$ cat src/rtl/riscv_pipe_pkg.sv
// riscv_pipe_pkg: shared types for the hazard controller (fwd_sel_e, stage_info_t, REG_AW defaults, stage write-match helper)
package riscv_pipe_pkg;
  localparam int REG_AW_DEF = 5;
  localparam int REG_AW_MAX = 8;
  typedef enum logic [1:0] {FWD_RF = 2'b00, FWD_WB = 2'b01, FWD_MEM = 2'b10} fwd_sel_e;
  typedef struct packed {
    logic                  valid;
    logic [REG_AW_MAX-1:0] rd;
    logic [REG_AW_MAX-1:0] rs1;
    logic [REG_AW_MAX-1:0] rs2;
    logic                  regwrite;
    logic                  memread;
  } stage_info_t;
  function automatic logic writes(stage_info_t s, logic [REG_AW_MAX-1:0] r);
    return s.valid & s.regwrite & (s.rd == r);
  endfunction
endpackage

$ cat src/rtl/pipeline_hazard_ctrl_fwd_select.sv
// fwd_select: one EX operand's forward source; in rs, mem_s, wb_s -> out sel (MEM non-load beats WB, else regfile)
module fwd_select
  import riscv_pipe_pkg::*;
(
  input  logic [REG_AW_MAX-1:0] rs,
  input  stage_info_t           mem_s,
  input  stage_info_t           wb_s,
  output fwd_sel_e              sel
);
  logic unused_bits;
  assign unused_bits = ^{mem_s, wb_s};
  always_comb sel = (writes(mem_s, rs) && !mem_s.memread) ? FWD_MEM : writes(wb_s, rs) ? FWD_WB : FWD_RF;
endmodule

$ cat src/rtl/pipeline_hazard_ctrl.sv
// pipeline_hazard_ctrl: 5-stage stall/flush/freeze/forward control; in clk reset id_* ex_branch_taken mem_req mem_ready, out pc_en ifid_en ifid_flush idex_flush pipe_en fwd_a fwd_b mem_timeout; HAZARD_FWD_EN enables forwarding
module pipeline_hazard_ctrl
  import riscv_pipe_pkg::*;
#(
  parameter int REG_AW      = REG_AW_DEF,
  parameter int MEM_TIMEOUT = 15
) (
  input  logic              clk,
  input  logic              reset,
  input  logic              id_valid,
  input  logic [REG_AW-1:0] id_rs1,
  input  logic [REG_AW-1:0] id_rs2,
  input  logic              id_use_rs1,
  input  logic              id_use_rs2,
  input  logic [REG_AW-1:0] id_rd,
  input  logic              id_regwrite,
  input  logic              id_memread,
  input  logic              ex_branch_taken,
  input  logic              mem_req,
  input  logic              mem_ready,
  output logic              pc_en,
  output logic              ifid_en,
  output logic              ifid_flush,
  output logic              idex_flush,
  output logic              pipe_en,
  output logic [1:0]        fwd_a,
  output logic [1:0]        fwd_b,
  output logic              mem_timeout
);
  localparam int CW = $clog2(MEM_TIMEOUT + 1);
  stage_info_t ex_q, mem_q, wb_q, ex_d, mem_d, wb_d, id_s;
  logic [CW-1:0] cnt_q, cnt_d;
  logic timeout_q, timeout_d, freeze, hazard, unused_bits;
  logic [REG_AW_MAX-1:0] rs1, rs2;
  assign unused_bits = ^{ex_q, mem_q, wb_q};
  always_comb begin
    // unused or invalid sources become x0, which can never match a writer
    rs1 = (id_valid & id_use_rs1) ? REG_AW_MAX'(id_rs1) : '0;
    rs2 = (id_valid & id_use_rs2) ? REG_AW_MAX'(id_rs2) : '0;
    id_s = '{valid: id_valid, rd: REG_AW_MAX'(id_rd), rs1: rs1, rs2: rs2,
             regwrite: id_valid & id_regwrite & (id_rd != '0), memread: id_valid & id_memread};
`ifdef HAZARD_FWD_EN
    hazard = ex_q.memread & (writes(ex_q, rs1) | writes(ex_q, rs2));
`else
    hazard = writes(ex_q, rs1) | writes(ex_q, rs2) | writes(mem_q, rs1) | writes(mem_q, rs2)
           | writes(wb_q, rs1) | writes(wb_q, rs2);
`endif
    freeze = mem_req & ~mem_ready;
    pc_en = ~freeze & (ex_branch_taken | ~hazard);
    ifid_en = pc_en;
    ifid_flush = ~freeze & ex_branch_taken;
    idex_flush = ~freeze & (ex_branch_taken | hazard);
    pipe_en = ~freeze;
    ex_d = ~pipe_en ? ex_q : idex_flush ? stage_info_t'(0) : id_s;
    mem_d = pipe_en ? ex_q : mem_q;
    wb_d = pipe_en ? mem_q : wb_q;
    cnt_d = ~freeze ? '0 : (cnt_q == CW'(MEM_TIMEOUT)) ? cnt_q : cnt_q + 1'b1;
    timeout_d = timeout_q | (cnt_d == CW'(MEM_TIMEOUT));
  end
  always_ff @(posedge clk) begin
    if (reset) begin
      ex_q <= '0;
      mem_q <= '0;
      wb_q <= '0;
      cnt_q <= '0;
      timeout_q <= 1'b0;
    end else begin
      ex_q <= ex_d;
      mem_q <= mem_d;
      wb_q <= wb_d;
      cnt_q <= cnt_d;
      timeout_q <= timeout_d;
    end
  end
  assign mem_timeout = timeout_q;
`ifdef HAZARD_FWD_EN
  fwd_sel_e sel_a, sel_b;
  fwd_select u_fwd_a (.rs(ex_q.rs1), .mem_s(mem_q), .wb_s(wb_q), .sel(sel_a));
  fwd_select u_fwd_b (.rs(ex_q.rs2), .mem_s(mem_q), .wb_s(wb_q), .sel(sel_b));
  assign fwd_a = sel_a;
  assign fwd_b = sel_b;
`else
  assign fwd_a = FWD_RF;
  assign fwd_b = FWD_RF;
`endif
endmodule

$ cat config.mk
export PLATFORM = sky130hd
export DESIGN_NAME = pipeline_hazard_ctrl
export DESIGN_NICKNAME = d
export VERILOG_FILES = /design/src/rtl/riscv_pipe_pkg.sv /design/src/rtl/pipeline_hazard_ctrl_fwd_select.sv /design/src/rtl/pipeline_hazard_ctrl.sv
export SDC_FILE = /design/constraint.sdc
export NUM_CORES = 1
export LEC_CHECK = 0
export ABC_AREA = 0
export BUFFER_PORTS_ARGS = -buffer_cell sky130_fd_sc_hd__buf_2
export CAP_MARGIN = 20
export CORE_AREA = 2 2 86 88
export CTS_BUF_LIST = sky130_fd_sc_hd__clkbuf_16
export DETAILED_ROUTE_END_ITERATION = 16
export DIE_AREA = 0 0 88 90
export PLACE_DENSITY = 0.44
export SLEW_MARGIN = 40
export SYNTH_ARGS = -nofsm -noshare
export SYNTH_HDL_FRONTEND = slang
export SYNTH_SLANG_ARGS = --single-unit
$ cat constraint.sdc
create_clock -name clk -period 3.5 [get_ports clk]
set_input_delay 0.35 -clock clk [delete_from_list [all_inputs] [get_ports clk]]
set_output_delay 0.35 -clock clk [all_outputs]
set_load 0.005 [all_outputs]
==> run metrics <==
most frequent cells after synthesis nand2_1, dfxtp_1, nand3_1; Detailed Place HPWL 3.599 mm; core area 7020 um2; vias in the first global route 1598; Die Wd 88 um; setup repair after global routing missed its margin false; Total Routed Length 4.848 mm; worst-margin pin slew 0.7192 ns; Layout Nets 277; Clk pin slew, worst setup/hold paths 0.07 ns; Final Hold Slack 0.3489 ns; CTS Sinks 26; combinational share of power 14.2%; Synth area leaders dfxtp_1, nand2_1, nand3_1; area of the multi-input gates 1074 um2; cts bufs inserted 3; drt pass-1 iters 4; period utilization 77.11%; worst path required time 3.15 ns; Synth area leader dfxtp_1; cell area after synthesis 1708 um2; PortBufs 29; Net Sw Power 185.0 uW; critical-path maximum fanout 8; Fin. Hold Viols 0; Overall Global Routing Usage 12.65%; Final Max Tran Viols 0; Placed Area 1904 um2; crit end category output port; clk root buf clkbuf_16; via count 1712; pwr dens 378.2 nW/um2; DIE HEIGHT 90 um; clock share of power 44.2%; CTS tree yes; Skew-Pair Late Insertion Delay 0.26 ns; post-synthesis sequential area ratio 30.48%; DRC 0; pin count of the biggest net entering global routing 23; Final TNS setup 0 ns; initial antenna violation count 0; post-cts resize count 0; minimum clock period 2.699 ns; Yosys warnings 0; Lkg Pwr 0.7056 nW; Post-CTS Setup Bufs 0; fillers 792; Seq pwr share 41.6%; Final ANT Viol Nets 0; switching portion of total power 24.34%; Layout Area Growth over Synthesis 17.66%; dominant synthesized flop cell dfxtp_1; Initial Util 24.33%; top-count cell post-synth nand2_1; Post-CTS Hold Fix Bufs 0; Seq cells post-synth 26; number of flops mapped to enable cells by yosys 0; HP Class input pin to flop; CTS max path bufs 2; library cells used by synthesis 38; share of layout cells above drive strength 1 14.80%; final instance area 2009 um2; first-pass GRT wire length 7.962 mm; Rel. slew slack 52.00%; Reg area 520.5 um2; asr flop ratio synth 0%; worst clock skew 0.004668 ns; die area 7920 um2; DR iter-0 viols 73; status completed; Routed wire per std cell 13.89 um; Peak Freq 370.5 MHz; Syn Inst Count 230; nature of the critical path startpoint flop; internal power 574.9 uW; setup violators final 0; row count 31; htree depth 1; critical path type flop to output port; Post-Syn Area per Cell 7.426 um2; # diodes 0; Yosys top cell area share 30.48%; Max Cap Viol 0; grt ovf 0; vias per inst 4.905; # IOs 35; critical path arrival 2.35 ns; fin util 28.62%; VDD IR max 0.2031 mV; GP Congestion 0.8003
[final timing paths]
kind / from / endpoint / slack (ns) / depth (start not counted)
max: mem_q[19] / idex_flush / 0.80 / 7
min: id_rd[3] / ex_q[21] / 0.35 / 3
max reg2reg: mem_q[19] / ex_q[1] / 1.31 / 7
min reg2reg: wb_q[26] / wb_q[26] / 0.45 / 2
[per-stage QoR]
stage	total power, mW	setup slack [ns]	instances
after floorplan	0.3919	1.454	233
after global placement	0.4307	0.8603	345
after detailed placement	0.4311	0.8611	345
after CTS	0.7723	0.7564	349
after global routing	0.7972	0.5573	349
final	0.7599	0.8012	349
[worst max-delay path: stages, from the launching register on]
cell and delay (ns):
dfxtp_1 0.53, nor4bb_1 0.25, a31oi_1 0.07, o32a_1 0.21
o311ai_1 0.38, or3_1 0.37, and2_1 0.17, buf_2 0.11
[routing by layer]
metal / wire [um] / track usage, % / up-vias
met5: 0 / 0 / -
met4: 61 / 3.462 / 0
met3: 132 / 1.377 / 6
met2: 2328 / 20.20 / 23
met1: 2325 / 17.85 / 816
li1: - / - / 867
[cells in the final DEF (no fill, tap or decap), types with 2 or more instances in the layout]
cell / instances
a21oi_1: 24
a31oi_1: 9
and2_1: 2
buf_2: 29
buf_4: 2
clkbuf_16: 3
conb_1: 4
dfxtp_1: 26
inv_1: 7
nand2_1: 37
nand2b_1: 3
nand3_1: 26
nand4_1: 3
nor2_1: 16
nor3_1: 2
nor4bb_1: 8
o21ai_0: 4
o22ai_1: 5
o32a_1: 2
o32ai_1: 8
xnor2_1: 11
xor2_1: 4
[layout make-up]
type,instances,share of cell area (%)
Timing Repair Buffer,31,7.970
Multi-Input combinational cell,182,53.42
Clock inverter,1,1.494
Tap cell,99,6.164
Clock buffer,3,3.736
Sequential cell,26,25.90
Inverter,7,1.308
[sequential cells by signal, indices dropped and copies added, names as in the netlist]
signal       cells
ex_q             7
wb_q             7
cnt_q            4
mem_timeout      1
mem_q            7
[power groups by stage]
stage | combinational [mW] | sequential [mW] | clock, mW
2_1_floorplan | 0.0752 | 0.317 | 0
3_3_place_gp | 0.108 | 0.323 | 0
3_5_place_dp | 0.108 | 0.323 | 0
4_1_cts | 0.108 | 0.316 | 0.348
5_1_grt | 0.121 | 0.318 | 0.359
6_report | 0.108 | 0.316 | 0.336
[kinds of logic (layout without fill, tap and decap cells)]
kind of cell               after synthesis  in the layout  synth area share, %
adders and majority gates                1              1               0.7325
muxes                                    1              1               0.5861
xor gates and xnor gates                15             15                7.692
and+or+nand+nor                        103            103                29.82
other                                    1              4               0.2196
buffers and inverters                   25             42                7.327
DFF                                     26             26                30.48
AOI/OAI and AO/OA                       58             58                23.15
(Power assumes the default switching activity.)
